$ cat config.mk
export PLATFORM = sky130hd
export DESIGN_NAME = pool2d_stream
export DESIGN_NICKNAME = d
export VERILOG_FILES = /design/src/rtl/pool_pkg.sv /design/src/rtl/pool_combine.sv /design/src/rtl/pool2d_stream.sv
export SDC_FILE = /design/constraint.sdc
export NUM_CORES = 1
export LEC_CHECK = 0
export ABC_CLOCK_PERIOD_IN_PS = 7300
export CORE_MARGIN = 1.5
export CORE_UTILIZATION = 62
export DETAILED_ROUTE_END_ITERATION = 8
export PLACE_DENSITY_LB_ADDON = 0.08
export SYNTH_ARGS = -nofsm -noshare
export SYNTH_HDL_FRONTEND = slang
export SYNTH_SLANG_ARGS = --single-unit
$ cat constraint.sdc
create_clock -name clk -period 7.3 [get_ports clk]
set_input_delay 1.095 -clock clk [delete_from_list [all_inputs] [get_ports clk]]
set_output_delay 1.095 -clock clk [all_outputs]
set_load 0.05 [all_outputs]
$ cat src/rtl/pool_pkg.sv
// rtl/pool_pkg.sv - shared mode and state types for the 2x2 pooling engine
package pool_pkg;
   typedef enum logic {POOL_MAX = 1'b0, POOL_AVG = 1'b1} pool_mode_e;
   typedef enum logic [1:0] {IDLE = 2'd0, RUN = 2'd1, DRAIN = 2'd2, DONE = 2'd3} pool_state_e;
endpackage

$ cat src/rtl/pool_combine.sv
// rtl/pool_combine.sv - signed max (or sum when POOL_AVG_EN is defined) of two operands, one bit wider
module pool_combine
   import pool_pkg::*;
#(
   parameter int W = 22
) (
   input  logic [W-1:0] a,
   input  logic [W-1:0] b,
   input  logic         mode,
   output logic [W:0]   y
);
   logic signed [W:0] a_ext;
   logic signed [W:0] b_ext;

   assign a_ext = {a[W-1], a};
   assign b_ext = {b[W-1], b};

`ifdef POOL_AVG_EN
   always_comb begin
      if (mode == POOL_AVG) y = a_ext + b_ext;
      else                  y = (a_ext > b_ext) ? a_ext : b_ext;
   end
`else
   assign y = (a_ext > b_ext) ? a_ext : b_ext;
`endif
endmodule

$ cat src/rtl/pool2d_stream.sv
// rtl/pool2d_stream.sv - 2x2 stride-2 max/average pooling over a raster pixel stream
// Average mode is only built when POOL_AVG_EN is defined; otherwise the block always max-pools.
module pool2d_stream
   import pool_pkg::*;
#(
   parameter int DATA_W     = 22,
   parameter int IMG_WIDTH  = 32,
   parameter int IMG_HEIGHT = 32
) (
   input  logic              clk,
   input  logic              rst,
   input  logic              start,
   input  logic              pool_mode,
   input  logic              in_valid,
   output logic              in_ready,
   input  logic [DATA_W-1:0] in_data,
   output logic              out_valid,
   input  logic              out_ready,
   output logic [DATA_W-1:0] out_data,
   output logic              busy,
   output logic              done
);
   localparam int XW = $clog2(IMG_WIDTH);
   localparam int YW = $clog2(IMG_HEIGHT);
   localparam int HW = IMG_WIDTH / 2;
   localparam int IW = (HW > 1) ? $clog2(HW) : 1;

   generate
      if (IMG_WIDTH < 2 || (IMG_WIDTH % 2) != 0) begin : g_bad_width
         $error("pool2d_stream: IMG_WIDTH must be even and >= 2");
      end
      if (IMG_HEIGHT < 2 || (IMG_HEIGHT % 2) != 0) begin : g_bad_height
         $error("pool2d_stream: IMG_HEIGHT must be even and >= 2");
      end
   endgenerate

   pool_state_e       state;
   pool_state_e       state_nx;
   pool_mode_e        mode_q;
   logic [XW-1:0]     cnt_x;
   logic [YW-1:0]     cnt_y;
   logic [DATA_W-1:0] d1;
   logic [DATA_W:0]   linebuf [HW];
   logic [DATA_W:0]   pair;
   logic [DATA_W+1:0] quad;
   logic [DATA_W-1:0] result;
   logic [IW-1:0]     lb_idx;
   logic              accept;
   logic              last_x;
   logic              last_y;
   logic              start_ok;

   assign accept   = in_valid && in_ready;
   assign last_x   = (cnt_x == XW'(IMG_WIDTH - 1));
   assign last_y   = (cnt_y == YW'(IMG_HEIGHT - 1));
   assign lb_idx   = IW'(cnt_x >> 1);
   assign start_ok = (state == IDLE) && start;

   pool_combine #(.W(DATA_W)) u_horiz (
      .a    (d1),
      .b    (in_data),
      .mode (mode_q),
      .y    (pair)
   );

   pool_combine #(.W(DATA_W + 1)) u_vert (
      .a    (linebuf[lb_idx]),
      .b    (pair),
      .mode (mode_q),
      .y    (quad)
   );

   // Dropping the two low bits of the wide sum is the floor-divide by four.
   always_comb begin
      result = quad[DATA_W-1:0];
`ifdef POOL_AVG_EN
      if (mode_q == POOL_AVG) result = quad[DATA_W+1:2];
`endif
   end

   always_ff @(posedge clk or negedge rst) begin
      if (!rst) state <= IDLE;
      else      state <= state_nx;
   end

   always_comb begin
      state_nx = state;
      case (state)
         IDLE:    if (start) state_nx = RUN;
         RUN:     if (accept && last_x && last_y) state_nx = DRAIN;
         DRAIN:   if (!out_valid || out_ready) state_nx = DONE;
         DONE:    state_nx = IDLE;
         default: state_nx = IDLE;
      endcase
   end

   always_comb begin
      busy     = (state == RUN) || (state == DRAIN);
      done     = (state == DONE);
      in_ready = (state == RUN) && (!out_valid || out_ready);
   end

   always_ff @(posedge clk or negedge rst) begin
      if (!rst) begin
         mode_q <= POOL_MAX;
      end else if (start_ok) begin
`ifdef POOL_AVG_EN
         mode_q <= pool_mode_e'(pool_mode);
`else
         mode_q <= POOL_MAX;
`endif
      end
   end

   always_ff @(posedge clk or negedge rst) begin
      if (!rst) begin
         cnt_x     <= '0;
         cnt_y     <= '0;
         d1        <= '0;
         out_valid <= 1'b0;
         out_data  <= '0;
      end else begin
         if (start_ok) begin
            cnt_x <= '0;
            cnt_y <= '0;
         end else if (accept) begin
            if (last_x) begin
               cnt_x <= '0;
               cnt_y <= last_y ? '0 : cnt_y + 1'b1;
            end else begin
               cnt_x <= cnt_x + 1'b1;
            end
            if (!cnt_x[0]) d1 <= in_data;
         end
         // A completing window reloads the register even while the old result is consumed.
         if (accept && cnt_x[0] && cnt_y[0]) begin
            out_valid <= 1'b1;
            out_data  <= result;
         end else if (out_ready) begin
            out_valid <= 1'b0;
         end
      end
   end

   always_ff @(posedge clk) begin
      if (accept && cnt_x[0] && !cnt_y[0]) linebuf[lb_idx] <= pair;
   end
endmodule

Word-level counts from Yosys, hierarchy flattened:

Memory sizes are Yosys's and may differ from the RTL's.
Cells that the tools add are included.

* flip-flop bits (word level): 57
* bits in writable memories: 368
* input bits: 28
* output and inout port bits: 26
* logic and storage cells: 57
* memories: 1

* add/sub/neg operators: 2
* $lt $le $gt $ge: 2
* equality and inequality tests: 8
* muxes and demuxes: 17
* bitwise operators: 2
* reduce and logical (&&, ||, !) cells: 19

Memory list
* linebuf: depth 16, bits a word 23, rd ports 1, clocked after memory_dff 0, write ports 1, RTL line pool2d_stream.sv:43 `logic [DATA_W:0] linebuf [HW];`

Operator list (count)
* $mux 5: 7
* $gt 23x23->1: 1
* $mux 23: 1
* $gt 22x22->1: 1
* $mux 22: 1
* $add 5x1->5 const B: 2
* $eq 5x5->1 const B: 2
* $logic_and 1x1->1: 8
* $pmux 2 s4: 1
* $mux 2: 3
* $ne 2x2->1 const B: 3
* $reduce_and 3->1: 2
* $reduce_bool 2->1: 3
* $eq 2x2->1 const B: 2
* $mux 1: 4
* $eq 2x1->1 const B: 1
* $logic_not 1->1: 2
* $logic_not 2->1: 1
* $logic_or 1x1->1: 2
* $not 1->1: 2
* $reduce_and 2->1: 1

Depth between registers and ports, before layout:

* depth after elaboration: 8
* mapped depth: 19
* gate-level depth less buffers: 16

Modules after synthesis:

A second synthesis with hierarchy kept.

* cells, all modules: 1329
* area, all modules: 19756.4 um2

By module, submodules not included
* pool2d_stream: instances 1, cells each 769, area an instance 16349.4 um2, seq. area each 12477.0 um2
* pool_combine at u_horiz: instances 1, cells each 337, area an instance 2016.9 um2, seq. area each 0.0 um2
* pool_combine at u_vert: instances 1, cells each 223, area an instance 1390.1 um2, seq. area each 0.0 um2

Worst setup path before layout:

OpenSTA, ideal clock, no wires.

* kind: in2reg
* from: in in_data[17]
* to: reg out_data[10]
* library setup time: 0.129 ns
* data arrival time: 4.844 ns
* required time: 7.171 ns
* path slack: 2.327 ns
* cell stages on the path: 18
* buffers on the path: 2
* cells stage by stage: inv_1 -> ha_1 -> a21oi_1 -> o21bai_1 -> a2111oi_1 -> a31oi_1 -> o21ai_2 -> buf_8 -> mux2i_1 -> ha_1 -> and4_1 -> nand4_1 -> a21oi_1 -> o41ai_1 -> a21oi_1 -> o31ai_1 -> clkbuf_1 -> o21bai_1

* cells in the longest elaborated chain, start to end: 4

Ends and longest elaborated chain
* start: declaration: RTL line pool2d_stream.sv:16 `input logic [DATA_W-1:0] in_data,`
* $gt 22x22->1: RTL line pool_combine.sv:24 `assign y = (a_ext > b_ext) ? a_ext : b_ext;`
* $mux 23 (*): RTL line pool_combine.sv:24
* $gt 23x23->1: RTL line pool_combine.sv:24
* $mux 22 (*): RTL line pool_combine.sv:24
* end signal: assignment: RTL line pool2d_stream.sv:138 `out_data <= result;`
* end: declaration: RTL line pool2d_stream.sv:19 `output logic [DATA_W-1:0] out_data,`

Every way passes the cells marked *; elsewhere a longest branch is shown, timed or not.
A chain may end at the register's enable or synchronous reset.

Worst setup path after layout:

* from: in in_data[17]
* to: reg out_data[8]

Same word-level chain as after synthesis.

==> qor.txt <==
Area Overhead vs Synth - 13.4%
residual DRC count - 0
Clk Latency, worst-skew pair - 0.54 ns
total detailed-routing wirelength - 38100 um
number of synthesized flops with an enable pin - 352
Crit Path Class - primary input to flop
clock tree from TritonCTS - built
post-route cell area - 0.0197 sq mm
antenna violations before repair - 0
Setup Buffers After CTS - 0
worst setup skew after layout - 0.0138 ns
first-pass iteration count of the detailed router - 5
DR vias/cell - 6.40
clock transition at the registers of the reported paths - 0.06 ns
number of distinct library cell variants in the gate-level netlist after synthesis - 48
Post-CTS Hold Buffers - 0
cell area after placement - 0.0185 sq mm
required arrival time at the worst endpoint - 7.70 ns
portion of the clock cycle consumed by the worst path in the final layout - 0.831
layout cells sized above 1 - 0.209
part of the Yosys area used for sequential elements - 0.690
NumNets Final - 1142
Final Worst Setup Slack - 1.23 ns
netlist area before placement - 0.0174 sq mm
dominant combinational cell family by area after synthesis - multiplexers
setup violators final - 0
share of async-settable or async-resettable flops after synthesis - 0.139
deepest clock path buffer count - 3
final-layout setup total negative slack - 0 ns
final weighted congestion in routability-driven placement - 0.832
num ports - 54
top cells by area, synth - sky130_fd_sc_hd__edfxtp_1 61%, sky130_fd_sc_hd__mux4_2 14%, sky130_fd_sc_hd__dfrtp_1 8.2%
die span in y - 171 um
Die Wd - 171 um
startpoint type of the worst setup path - primary input
crit-path cells - clkdlybuf4s50_1 -> inv_1 -> ha_1 -> a21oi_1 -> o21bai_1 -> a2111oi_1 -> a31oi_1 -> o21ai_2 -> buf_4 -> mux2i_1 -> ha_1 -> and4_1 -> nand4_1 -> a21oi_1 -> o41ai_1 -> and4b_1 -> buf_4 -> o41ai_1 -> o21bai_1
instance count of the mapped netlist - 983
area fraction of the dominant cell type after synthesis - 0.608
count of buffering cells on the critical path with inverters included - 4
post-place setup slack - 0.730 ns
RSZ-0062 raised after global routing - no
main flop type after synthesis - sky130_fd_sc_hd__edfxtp_1
XOR/XNOR Fraction of Synth Area - 0
Sequential Area - 0.0120 sq mm
Routed WL per cell - 25.9 um
classification of the worst-slack hold path - flop to flop
Antenna Violating Nets Remaining - 0
WP data arrival - 6.47 ns
largest fanout on the critical path - 12
sum of overflow across all layers after global routing - 0
core outline area - 0.0277 sq mm
CTS buffer count - 42
Largest delay share family, worst path - compound AO/OA/AOI/OAI gates
syn avg cell area - 17.7 sq um
post-cts sizing count - 0
final number of max-transition violations - 0
measured slew at the worst slew-check pin - 1.06 ns
hold violation count in the final report - 0
run status - finished clean
multiplexer fraction of the synthesized cell area - 0.156
Worst Hold Margin - 0.512 ns
total nets after synthesis - 1064
combined area of the multi-input logic cells - 0.00499 sq mm
clock root cell - sky130_fd_sc_hd__clkbuf_16
synthesized-area fraction occupied by and/or/nand/nor cells - 0.0434
category of the worst setup path capture point - flop
pin count of the biggest net entering global routing - 58
Fill cells - 1735
initial standard-cell utilization of the core - 0.628
cell at the slowest stage of the critical path - sky130_fd_sc_hd__o41ai_1
number of inserted diodes - 0
Tmin final - 6.07 ns
Highest Clock Rate - 165 MHz
vias in the first global route - 9258
count of maximum capacitance violations - 0
1st-iter DRT viols - 1066
biggest area consumer among synthesized cells - sky130_fd_sc_hd__edfxtp_1
Worst IR Drop VDD - 0.000230 V
synthesized flop and latch total - 409
Die Outline Area - 0.0291 sq mm
Leak Pwr - 0.00690 uW
number of cell rows - 61
Critical Path Max Stage Delay - 0.70 ns
count of buffers from port buffering - 52
H-tree levels - 2
yosys synthesis warning count - 0
compound-gate portion of the synthesized area - 0.0457
arithmetic-cell share of the synthesized area counting full adders, half adders and majority gates - 0.0381
vias after detailed routing - 9414
total power per unit cell area - 371 mW/mm^2
global-route wire length before repair - 57300 um
post-detailed-placement half-perimeter wirelength - 22600 um
clock sink total - 409
headroom to the max-slew limit - 0.291
total routing resource utilization after global routing - 0.274
-- metrics by stage --
| step | power, uW | instances | util |
|---|---|---|---|
| global route | 7650 | 1471 | 0.712 |
| finish | 7330 | 1471 | 0.712 |
| CTS | 7360 | 1471 | 0.712 |
| detailed placement | 5390 | 1395 | 0.666 |
| global placement | 5350 | 1395 | 0.666 |
| floorplan | 4720 | 983 | - |
-- power breakdown --
part           internal, uW  switching, uW  total [uW]
sequential             2890            174        3060
combinational           984           1300        2290
clock                  1120            861        1980
-- layout make-up --
class	count	area share
timing repair buffer	87	0.0401
clock inverter	25	0.00844
clock buffer	51	0.0561
multi-input combinational	471	0.253
sequential	409	0.609
tap	378	0.0240
inverter	50	0.00952
-- synthesized netlist by cell type, types with 2 or more instances --
cell                         n
sky130_fd_sc_hd__a21boi_0    3
sky130_fd_sc_hd__a21o_1      2
sky130_fd_sc_hd__a21oi_1    29
sky130_fd_sc_hd__a31oi_1     4
sky130_fd_sc_hd__and2_1      2
sky130_fd_sc_hd__and3_1      4
sky130_fd_sc_hd__and4_1      2
sky130_fd_sc_hd__buf_1       2
sky130_fd_sc_hd__buf_2      13
sky130_fd_sc_hd__buf_6       6
sky130_fd_sc_hd__buf_8       2
sky130_fd_sc_hd__clkbuf_1   29
sky130_fd_sc_hd__dfrtp_1    57
sky130_fd_sc_hd__edfxtp_1  352
sky130_fd_sc_hd__ha_1       53
sky130_fd_sc_hd__inv_1      50
sky130_fd_sc_hd__mux2i_1    21
sky130_fd_sc_hd__mux4_2    110
sky130_fd_sc_hd__nand2_1    85
sky130_fd_sc_hd__nand2b_1    4
sky130_fd_sc_hd__nand3_1    10
sky130_fd_sc_hd__nand3b_1    2
sky130_fd_sc_hd__nand4_1     8
sky130_fd_sc_hd__nor2_1     25
sky130_fd_sc_hd__nor2b_1     2
sky130_fd_sc_hd__nor3_1      9
sky130_fd_sc_hd__o21ai_0    31
sky130_fd_sc_hd__o21bai_1   22
sky130_fd_sc_hd__o31ai_1     2
sky130_fd_sc_hd__o41ai_1    22
sky130_fd_sc_hd__or4_1       3
-- placed cells by master (no fill, tap or decap), types with 2 or more instances in the layout --
cell type	instances
sky130_fd_sc_hd__ha_1	53
sky130_fd_sc_hd__o21ai_0	31
sky130_fd_sc_hd__nand2b_1	4
sky130_fd_sc_hd__mux2i_1	21
sky130_fd_sc_hd__nand4_1	8
sky130_fd_sc_hd__nor2b_1	2
sky130_fd_sc_hd__and3_1	4
sky130_fd_sc_hd__nor3_2	4
sky130_fd_sc_hd__nor2_2	12
sky130_fd_sc_hd__dfrtp_1	54
sky130_fd_sc_hd__clkbuf_16	43
sky130_fd_sc_hd__clkinv_2	6
sky130_fd_sc_hd__a31oi_1	4
sky130_fd_sc_hd__a21boi_0	3
sky130_fd_sc_hd__and4_1	2
sky130_fd_sc_hd__nor3_1	5
sky130_fd_sc_hd__buf_4	34
sky130_fd_sc_hd__nand3b_1	2
sky130_fd_sc_hd__or4_1	3
sky130_fd_sc_hd__dfrtp_4	2
sky130_fd_sc_hd__o21bai_1	22
sky130_fd_sc_hd__nor2_1	13
sky130_fd_sc_hd__o41ai_1	22
sky130_fd_sc_hd__clkbuf_1	8
sky130_fd_sc_hd__a21o_1	2
sky130_fd_sc_hd__inv_1	50
sky130_fd_sc_hd__clkdlybuf4s50_1	51
sky130_fd_sc_hd__nand2_1	85
sky130_fd_sc_hd__mux4_2	110
sky130_fd_sc_hd__nand3_1	10
sky130_fd_sc_hd__and2_1	2
sky130_fd_sc_hd__edfxtp_1	352
sky130_fd_sc_hd__clkinv_8	2
sky130_fd_sc_hd__a21oi_1	28
sky130_fd_sc_hd__clkinv_1	13
-- worst reg2reg max path: cells and delay by family, from the launching register on --
kind,cells,cell delay (ns)
compound gates,9,2.17
simple gates,3,0.98
fa+ha+maj,2,0.65
buf+inv,2,0.54
mux,1,0.48
flops,1,0.40
-- path summary, 6_finish.rpt --
check / startpoint / endpoint / slack, ns / depth (start not counted)
min reg2reg: d1[12]$_DFFE_PN0P_ / d1[12]$_DFFE_PN0P_ / 0.51 / 2
max: in_data[17] / out_data[8]$_DFFE_PN0P_ / 1.23 / 19
min in group asynchronous: rst / cnt_y[3]$_DFFE_PN0P_ / 0.71 / 2
max in group asynchronous: rst / cnt_x[1]$_DFFE_PN0P_ / 6.01 / 2
max reg2reg: d1[17]$_DFFE_PN0P_ / out_data[8]$_DFFE_PN0P_ / 1.97 / 17
min: d1[12]$_DFFE_PN0P_ / d1[12]$_DFFE_PN0P_ / 0.51 / 2
-- logic make-up after synthesis --
group	after synthesis
flops	409
simple gates	163
mux	133
compound gates	122
buf+inv	103
fa+ha+maj	53
-- sequential cells by signal (all words and copies together), names as in the netlist --
signal and flops:
cnt_y 5, state 2, linebuf 352, cnt_x 5
out_valid 1, out_data 22, d1 22
-- routing by layer --
| layer | GRT usage | wire length (um) | vias to the layer above |
|---|---|---|---|
| met5 | 0 | 0 | - |
| met4 | 0.0808 | 886 | 0 |
| met3 | 0.0430 | 2980 | 63 |
| met2 | 0.421 | 17800 | 407 |
| met1 | 0.415 | 16400 | 4878 |
| li1 | - | - | 4066 |
No activity file was read; power rests on OpenSTA's default activity.
